==> config.mk <==
export PLATFORM = sky130hd
export DESIGN_NAME = auto_pilot_seq_flat
export DESIGN_NICKNAME = d
export VERILOG_FILES = /design/src/rtl/auto_pilot_if.sv /design/src/rtl/auto_pilot_seq.sv /design/src/flat_wrapper.sv
export SDC_FILE = /design/constraint.sdc
export NUM_CORES = 1
export LEC_CHECK = 0
export ABC_AREA = 1
export CAP_MARGIN = 20
export CORE_MARGIN = 8
export CORE_UTILIZATION = 40
export DETAILED_ROUTE_END_ITERATION = 8
export GPL_ROUTABILITY_DRIVEN = 1
export GPL_TIMING_DRIVEN = 0
export HOLD_SLACK_MARGIN = 0.15
export SLEW_MARGIN = 10
export SYNTH_ARGS = -nofsm -noshare
export SYNTH_HDL_FRONTEND = slang
export SYNTH_SLANG_ARGS = --single-unit
==> constraint.sdc <==
create_clock -name clk -period 2.5 [get_ports clk]
set_input_delay 0.625 -clock clk [delete_from_list [all_inputs] [get_ports clk]]
set_output_delay 0.625 -clock clk [all_outputs]
set_load 0.1 [all_outputs]
==> src/rtl/auto_pilot_if.sv <==
// auto_pilot_if: detector/enable inputs and command outputs of the autopilot sequencer
interface auto_pilot_if;
   logic       enable;
   logic       front_detector;
   logic       back_detector;
   logic       left_detector;
   logic       right_detector;
   logic [2:0] cur;
   logic       turn_left_signal;
   logic       turn_right_signal;
   logic       move_forward_signal;
   logic       move_backward_signal;
   logic       place_barrier_signal;
   logic       destroy_barrier_signal;
   modport master (
      input  enable, front_detector, back_detector, left_detector, right_detector,
      output cur, turn_left_signal, turn_right_signal, move_forward_signal,
             move_backward_signal, place_barrier_signal, destroy_barrier_signal
   );
   modport slave (
      output enable, front_detector, back_detector, left_detector, right_detector,
      input  cur, turn_left_signal, turn_right_signal, move_forward_signal,
             move_backward_signal, place_barrier_signal, destroy_barrier_signal
   );
endinterface

==> src/rtl/auto_pilot_seq.sv <==
// auto_pilot_seq: right-hand wall-following sequencer driving timed command levels
module auto_pilot_seq #(
   parameter int TURN_CYCLES   = 50_000_000,
   parameter int MOVE_CYCLES   = 50_000_000,
   parameter int PULSE_CYCLES  = 10_000_000,
   parameter int SETTLE_CYCLES = 5_000_000
) (
   input  logic          clk,
   input  logic          rst_n,
   auto_pilot_if.master  ap_io
);
   localparam int MAX_TM = TURN_CYCLES > MOVE_CYCLES ? TURN_CYCLES : MOVE_CYCLES;
   localparam int MAX_TP = PULSE_CYCLES > SETTLE_CYCLES ? PULSE_CYCLES : SETTLE_CYCLES;
   localparam int TW = $clog2(MAX_TM > MAX_TP ? MAX_TM : MAX_TP) + 1;
   localparam logic [TW-1:0] TURN_LAST  = TW'(TURN_CYCLES - 1);
   localparam logic [TW-1:0] MOVE_LAST  = TW'(MOVE_CYCLES - 1);
   localparam logic [TW-1:0] PULSE_LAST = TW'(PULSE_CYCLES - 1);
   localparam logic [TW-1:0] SETTLE_N   = TW'(SETTLE_CYCLES);
   typedef enum logic [2:0] {IDLE, SENSE, DECIDE, TURN_R, TURN_L, MOVE, PLACE, DESTROY} state_e;
   state_e          state_q, state_d;
   logic [TW-1:0]   tmr_q, tmr_d;
   logic [3:0]      sync1_q, sync2_q, prev_q, dq_q, dq_d;
   logic            uturn_q, uturn_d;
   logic [4:0]      cmd_q, cmd_d;
   logic [3:0]      det_raw;
   assign det_raw = {ap_io.front_detector, ap_io.back_detector, ap_io.left_detector, ap_io.right_detector};
   always_ff @(posedge clk or negedge rst_n) begin
      if (!rst_n) begin
         state_q <= IDLE;
         tmr_q   <= '0;
         sync1_q <= '0;
         sync2_q <= '0;
         prev_q  <= '0;
         dq_q    <= '0;
         uturn_q <= 1'b0;
         cmd_q   <= '0;
      end else begin
         state_q <= state_d;
         tmr_q   <= tmr_d;
         sync1_q <= det_raw;
         sync2_q <= sync1_q;
         prev_q  <= sync2_q;
         dq_q    <= dq_d;
         uturn_q <= uturn_d;
         cmd_q   <= cmd_d;
      end
   end
   // tmr counts cycles spent in the current action; every expiry restarts it at zero
   always_comb begin
      state_d = state_q;
      tmr_d   = tmr_q + 1'b1;
      uturn_d = uturn_q;
      dq_d    = dq_q;
      case (state_q)
         IDLE: begin
            tmr_d   = '0;
            state_d = SENSE;
         end
         SENSE: begin
            tmr_d = (sync2_q == prev_q) ? tmr_q + 1'b1 : '0;
            if (tmr_d == SETTLE_N) begin
               state_d = DECIDE;
               dq_d    = sync2_q;
               tmr_d   = '0;
            end
         end
         DECIDE: begin
            tmr_d   = '0;
            state_d = !dq_q[0] ? TURN_R : !dq_q[3] ? MOVE : !dq_q[1] ? TURN_L : !dq_q[2] ? PLACE : DESTROY;
         end
         TURN_R, TURN_L: if (tmr_q == TURN_LAST) begin
            tmr_d   = '0;
            state_d = uturn_q ? TURN_R : MOVE;
            uturn_d = 1'b0;
         end
         MOVE: if (tmr_q == MOVE_LAST) begin
            tmr_d   = '0;
            state_d = SENSE;
         end
         PLACE: if (tmr_q == PULSE_LAST) begin
            tmr_d   = '0;
            state_d = TURN_R;
            uturn_d = 1'b1;
         end
         DESTROY: if (tmr_q == PULSE_LAST) begin
            tmr_d   = '0;
            state_d = SENSE;
         end
      endcase
      if (!ap_io.enable) begin
         state_d = IDLE;
         tmr_d   = '0;
         uturn_d = 1'b0;
      end
   end
   always_comb begin
      cmd_d = {state_d == TURN_L, state_d == TURN_R, state_d == MOVE, state_d == PLACE, state_d == DESTROY};
   end
   assign ap_io.cur                    = state_q;
   assign ap_io.turn_left_signal       = cmd_q[4];
   assign ap_io.turn_right_signal      = cmd_q[3];
   assign ap_io.move_forward_signal    = cmd_q[2];
   assign ap_io.move_backward_signal   = 1'b0;
   assign ap_io.place_barrier_signal   = cmd_q[1];
   assign ap_io.destroy_barrier_signal = cmd_q[0];
endmodule

==> src/flat_wrapper.sv <==
// flat-port wrapper written by rule: the top's interface ports become plain ports
module auto_pilot_seq_flat 
#(
   parameter int TURN_CYCLES   = 50_000_000,
   parameter int MOVE_CYCLES   = 50_000_000,
   parameter int PULSE_CYCLES  = 10_000_000,
   parameter int SETTLE_CYCLES = 5_000_000
)
  (clk, rst_n, ap_io_enable, ap_io_front_detector, ap_io_back_detector, ap_io_left_detector, ap_io_right_detector, ap_io_cur, ap_io_turn_left_signal, ap_io_turn_right_signal, ap_io_move_forward_signal, ap_io_move_backward_signal, ap_io_place_barrier_signal, ap_io_destroy_barrier_signal);
  auto_pilot_if ap_io_i ();
  input  logic clk;
  input  logic rst_n;
  input wire logic [$bits(ap_io_i.enable)-1:0] ap_io_enable;
  input wire logic [$bits(ap_io_i.front_detector)-1:0] ap_io_front_detector;
  input wire logic [$bits(ap_io_i.back_detector)-1:0] ap_io_back_detector;
  input wire logic [$bits(ap_io_i.left_detector)-1:0] ap_io_left_detector;
  input wire logic [$bits(ap_io_i.right_detector)-1:0] ap_io_right_detector;
  output wire logic [$bits(ap_io_i.cur)-1:0] ap_io_cur;
  output wire logic [$bits(ap_io_i.turn_left_signal)-1:0] ap_io_turn_left_signal;
  output wire logic [$bits(ap_io_i.turn_right_signal)-1:0] ap_io_turn_right_signal;
  output wire logic [$bits(ap_io_i.move_forward_signal)-1:0] ap_io_move_forward_signal;
  output wire logic [$bits(ap_io_i.move_backward_signal)-1:0] ap_io_move_backward_signal;
  output wire logic [$bits(ap_io_i.place_barrier_signal)-1:0] ap_io_place_barrier_signal;
  output wire logic [$bits(ap_io_i.destroy_barrier_signal)-1:0] ap_io_destroy_barrier_signal;
  assign ap_io_i.enable = ap_io_enable;
  assign ap_io_i.front_detector = ap_io_front_detector;
  assign ap_io_i.back_detector = ap_io_back_detector;
  assign ap_io_i.left_detector = ap_io_left_detector;
  assign ap_io_i.right_detector = ap_io_right_detector;
  assign ap_io_cur = ap_io_i.cur;
  assign ap_io_turn_left_signal = ap_io_i.turn_left_signal;
  assign ap_io_turn_right_signal = ap_io_i.turn_right_signal;
  assign ap_io_move_forward_signal = ap_io_i.move_forward_signal;
  assign ap_io_move_backward_signal = ap_io_i.move_backward_signal;
  assign ap_io_place_barrier_signal = ap_io_i.place_barrier_signal;
  assign ap_io_destroy_barrier_signal = ap_io_i.destroy_barrier_signal;
  auto_pilot_seq #(.TURN_CYCLES(TURN_CYCLES), .MOVE_CYCLES(MOVE_CYCLES), .PULSE_CYCLES(PULSE_CYCLES), .SETTLE_CYCLES(SETTLE_CYCLES)) u_core (.clk(clk), .rst_n(rst_n), .ap_io(ap_io_i));
endmodule
# Word level (Yosys, flattened, before mapping)
# Index checks and enable logic that the tools add are counted.
[totals] in_bits=7 ff_bits=52 word_cells=57 output_inout_bits=9
[classes] reduce_logical=7 add_sub_neg=1 eq_ne=19 muxes=22
[ops] op="$mux 27" count=5
[ops] op="$pmux 27 s4" count=1
[ops] op="$mux 3" count=10
[ops] op="$add 27x1->27 const B" count=1
[ops] op="$eq 27x23->1 const B" count=1
[ops] op="$eq 27x24->1 const B" count=1
[ops] op="$eq 27x26->1 const B" count=1
[ops] op="$eq 3x3->1 const B" count=8
[ops] op="$pmux 3 s7" count=1
[ops] op="$eq 3x2->1 const B" count=3
[ops] op="$ne 3x2->1 const B" count=2
[ops] op="$reduce_or 2->1" count=3
[ops] op="$eq 4x4->1" count=1
[ops] op="$mux 1" count=4
[ops] op="$eq 3x1->1 const B" count=1
[ops] op="$logic_not 3->1" count=1
[ops] op="$ne 3x1->1 const B" count=1
[ops] op="$reduce_and 3->1" count=1
[ops] op="$reduce_or 3->1" count=1
[ops] op="$pmux 1 s2" count=1
[ops] op="$reduce_and 2->1" count=1

# Depth between registers and ports, before layout
[logic_depth] word_depth=7 depth_mapped=18

# Least setup slack after synthesis
# No wires, ideal clock.
[synth_timing] kind="reg-to-reg" start="register u_core.state_q[1], in the netlist u_core.ap_io.cur[1]" end="register u_core.cmd_q[2]" arrival_time_ns=2.024 path_buffers=0 setup_time_ns=0.120 required_time_ns=2.380 stages_incl_launch_ff=12 slack_ns=0.356 cell_sequence="dfrtp_1 nand2_1 nand2_1 nand2_1 nor2_1 inv_1 nor2_1 nand2_1 nand4_1 nor2_1 a21oi_2 nor2_1"
[synth_via] elab_chain_cells=5 word_cells_on_any_way=17
[synth_rtl] item="start: declaration" line="auto_pilot_seq.sv:20" rtl="state_e state_q, state_d;"
[synth_rtl] item="start signal: assignment" line="auto_pilot_seq.sv:38" rtl="state_q <= state_d;"
[synth_rtl] item="$eq 3x2->1 / $eq 3x3->1 (equally long branches)" line="auto_pilot_seq.sv:54" rtl="case (state_q)"
[synth_rtl] item="$reduce_or 2->1" line="auto_pilot_seq.sv:54"
[synth_rtl] item="$pmux 3 s7 *" line="auto_pilot_seq.sv:54"
[synth_rtl] item="$mux 3 *" line="auto_pilot_seq.sv:90" rtl="if (!ap_io.enable) begin"
[synth_rtl] item="via u_core.state_d[1]" line="auto_pilot_seq.sv:20"
[synth_rtl] item="$eq 3x3->1 *" line="auto_pilot_seq.sv:97" rtl="cmd_d = {state_d == TURN_L, state_d == TURN_R, state_d == MOVE, state_d == PLACE, state_d == DESTROY};"
[synth_rtl] item="via u_core.cmd_d[2]" line="auto_pilot_seq.sv:24" rtl="logic [4:0] cmd_q, cmd_d;"
[synth_rtl] item="end signal: assignment" line="auto_pilot_seq.sv:45" rtl="cmd_q <= cmd_d;"
[synth_rtl] item="end: declaration" line="auto_pilot_seq.sv:24"
# The timed path passes the listed nets; every way through them passes the cells marked *.
# A chain may end at the register's enable or synchronous reset.

# Final worst setup path
[layout_timing] start="register u_core.cmd_q[1]" end="output ap_io_place_barrier_signal"
[layout_lines] item="end: declaration" line="flat_wrapper.sv:23" rtl="output wire logic [$bits(ap_io_i.place_barrier_signal)-1:0] ap_io_place_barrier_signal;"
# No word-level cell between the ends.

==> impl_metrics.toml <==
[layout]
final_common_cell = "sky130_fd_sc_hd__nand2_1"
fin_nets = 459
drive_above_1_share_pct = 9.513
final_cell_mix = "sky130_fd_sc_hd__nand2_1, sky130_fd_sc_hd__nor2_1, sky130_fd_sc_hd__inv_1"
fillerInstances = 752
areaGrowthSynthToFinish_pct = 15.03
insertedDiodeCount = 0

[hold_path]
hold_class = "in2async"

[power]
combinational_group_share_of_total_power_pct = 6.5
report.power.total_uw = 1598
vdd.ir_drop.worst_mv = 0.2410
internal_power_uw = 1193
switching_power_uw = 405.6
seq_power_share_pct = 53.9
p_leak_uw = 0.001566
clock_power_share_pct = 39.6
power_switching_share_pct = 25.38
powerDensity_mw_per_mm2 = 467.4

[timing]
maxSlewViolCount = 0
layout_worst_path_cycle_share_pct = 97.16
setup_viol = 0
worst_clock_skew_ns = 0.01090
actual_slew_at_the_worst_max_slew_pin_ns = 1.013
final_hold_viol_count = 0
final.min_clock_period_ns = 2.429
setup_total_negative_slack_ns = 0
finalHoldWorstSlack_ns = 0.3066
max_clock_freq_mhz = 411.7
maxSlewHeadroom_pct = 32.23
timing.final.ws_setup_ns = 0.07095
rsz_0062_raised_after_global_routing = "yes"

[global_route]
grt_pass1_vias = 2572
global_route_wire_length_before_repair_um = 11920
grt_max_degree = 28
grt_remaining_overflow = 0
antenna_found_initial = 0
total_track_usage_pct = 14.78

[worst_setup_path]
critPathTopFamily = "buffers and inverters"
worstPathCellList = "clkdlybuf4s50_1"
number_of_buffers_and_inverters_on_the_critical_path = 1
timing.critical_path.required_ns = 1.88
worstPathArrival_ns = 1.80
critical_path.slowest_cell = "sky130_fd_sc_hd__clkdlybuf4s50_1"
start_kind = "flip-flop"
crit_path_max_incr_delay_ns = 1.15
critical_path.max_fanout = 1
crit_path_end_kind = "output pin"
worstSetupPathType = "reg2out"

[clock_tree]
htreeDepth = 2
cts_tree = "done"
worst_skew_pair.late_latency_ns = 0.32
numClockSinks = 52
cts-hold-fix-buffers = 0
root_buffer_cell = "sky130_fd_sc_hd__clkbuf_8"
clk_pin_slew_ns = 0.11
cts_inserted_buffers = 5
ctsLongestPathBuffers = 2

[route]
ant_nets = 0
route.detailed.wl_per_inst_um = 12.98
drc_errors = 0
dr_total_vias = 2657
detail_route.vias_per_cell = 4.822
route.final.wire_length_um = 7151
drt_first_pass_iters = 4
drt-initial-drc-count = 170

[placed_design]
hpwl_um = 5512
placement.setup.worst_slack_ns = 0.01574
io_buffer_count = 14
gp_congestion = 0.9536

[floorplan]
core.rowCount = 31
num_io_pins = 16
core_region_area_mm2 = 0.007214
die-width_um = 102.2
initial_util_pct = 41.21
die_area_mm2 = 0.01045
die_height_um = 102.2

[synth]
synth.lib_cells_used.distinct = 27
synth_top_area_share_pct = 43.77
yosysSeqAreaShare_pct = 43.77
post-synth-top-area-cell = "sky130_fd_sc_hd__dfrtp_1"
synthesis.area_per_instance_um2 = 6.930
cell_types_occupying_the_most_area_after_synthesis = "sky130_fd_sc_hd__dfrtp_1, sky130_fd_sc_hd__nand2_1, sky130_fd_sc_hd__nor2_1"
syn-instance-count = 429
synth_fp_nets = 437
netlist_area_mm2 = 0.002973
yosys_register_bits = 52
ys_warn_count = 0

[outcome]
outcome = "completed"

[run]
maxCapViolations = 0
[registers in the layout, summed over array words and instances, names as in the netlist]
name,count
u_core.cmd_q,5
u_core.prev_q,4
u_core.tmr_q,27
u_core.uturn_q,1
u_core.ap_io.cur,3
u_core.dq_q,4
u_core.sync2_q,4
u_core.sync1_q,4
[per-stage QoR]
step / area (um2) / util, % / std cells
after floorplan: 2973 / - / 429
after global placement: 3237 / 44.87 / 542
after detailed placement: 3252 / 45.07 / 543
after CTS: 3369 / 46.70 / 551
after global routing: 3420 / 47.40 / 551
final: 3420 / 47.40 / 551
[worst paths after layout]
kind	from	end	slack (ns)	depth (start not counted)
setup reg to reg	u_core.tmr_q[0]	u_core.tmr_q[10]	0.18	15
hold / removal	rst_n	u_core.tmr_q[12]	0.31	1
max in group asynchronous	rst_n	u_core.dq_q[0]	1.62	2
hold reg to reg	u_core.sync1_q[1]	u_core.sync2_q[1]	0.36	0
setup / recovery	u_core.cmd_q[1]	ap_io_place_barrier_signal	0.07	1
min in group clk	u_core.sync1_q[1]	u_core.sync2_q[1]	0.36	0
[cells in the mapped netlist]
master                     instances
sky130_fd_sc_hd__nand2_1         132
sky130_fd_sc_hd__nor2_1           77
sky130_fd_sc_hd__inv_1            63
sky130_fd_sc_hd__dfrtp_1          52
sky130_fd_sc_hd__nand3_1          33
sky130_fd_sc_hd__nand4_1           9
sky130_fd_sc_hd__a21oi_1           8
sky130_fd_sc_hd__nor3_1            8
sky130_fd_sc_hd__nor2_2            6
sky130_fd_sc_hd__o21ai_0           6
sky130_fd_sc_hd__o21ai_1           6
sky130_fd_sc_hd__nand2_2           5
sky130_fd_sc_hd__nor2_4            3
sky130_fd_sc_hd__xor2_1            3
sky130_fd_sc_hd__buf_4             2
sky130_fd_sc_hd__buf_6             2
sky130_fd_sc_hd__nand3_2           2
sky130_fd_sc_hd__nand3b_1          2
sky130_fd_sc_hd__or2_2             2
sky130_fd_sc_hd__a211oi_1          1
sky130_fd_sc_hd__a21oi_2           1
sky130_fd_sc_hd__conb_1            1
sky130_fd_sc_hd__ha_1              1
sky130_fd_sc_hd__nand2_4           1
sky130_fd_sc_hd__nor3_2            1
sky130_fd_sc_hd__nor3b_2           1
sky130_fd_sc_hd__xnor2_1           1
[power groups by stage]
stage	Clock (uW)	Sequential, uW	Combinational, uW
2_1_floorplan	0	886	48.3
3_3_place_gp	0	877	101
3_5_place_dp	0	878	105
4_1_cts	647	861	104
5_1_grt	679	863	118
6_report	633	861	104
[layout make-up]
cell class	count	area [um2]	share of cell area, %
plain buffers	4	45.04	1.317
clock buffers	5	68.82	2.012
clock inverters	3	50.05	1.464
inverters	63	236.5	6.915
multi-input cells	310	1443	42.19
flip-flops and latches	52	1301	38.05
well taps	99	123.9	3.622
repair buffers	15	151.4	4.427
[timing repair]
action                                  4_1_cts  5_1_grt
gates cloned                                  0        0
gates resized for setup                       4       12
endpoints found under the setup margin        4       30
pin swaps                                     0        1
setup buffers                                 0        0
hold endpoints to repair                      0        0
[logic make-up (layout without fill, tap and decap cells)]
| logic type | after synthesis | after routing | share of synthesized area [%] |
|---|---|---|---|
| AND/OR/NAND/NOR | 282 | 282 | 41.37 |
| buffers and inverters | 67 | 90 | 9.217 |
| XOR/XNOR | 4 | 4 | 1.179 |
| other | 1 | 1 | 0.1261 |
| flip-flops | 52 | 52 | 43.77 |
| adder cells (fa/ha/maj) | 1 | 1 | 0.4208 |
| AO/OA/AOI/OAI | 22 | 22 | 3.914 |
[metal layers]
| layer | up-vias | wire length [um] | GRT usage, % |
|---|---|---|---|
| li1 | 1368 | - | - |
| met5 | - | 0 | 0 |
| met4 | 0 | 124 | 6.321 |
| met2 | 62 | 3401 | 23.94 |
| met3 | 11 | 405 | 3.474 |
| met1 | 1216 | 3220 | 18.37 |
No activity file was read; power rests on OpenSTA's default activity.
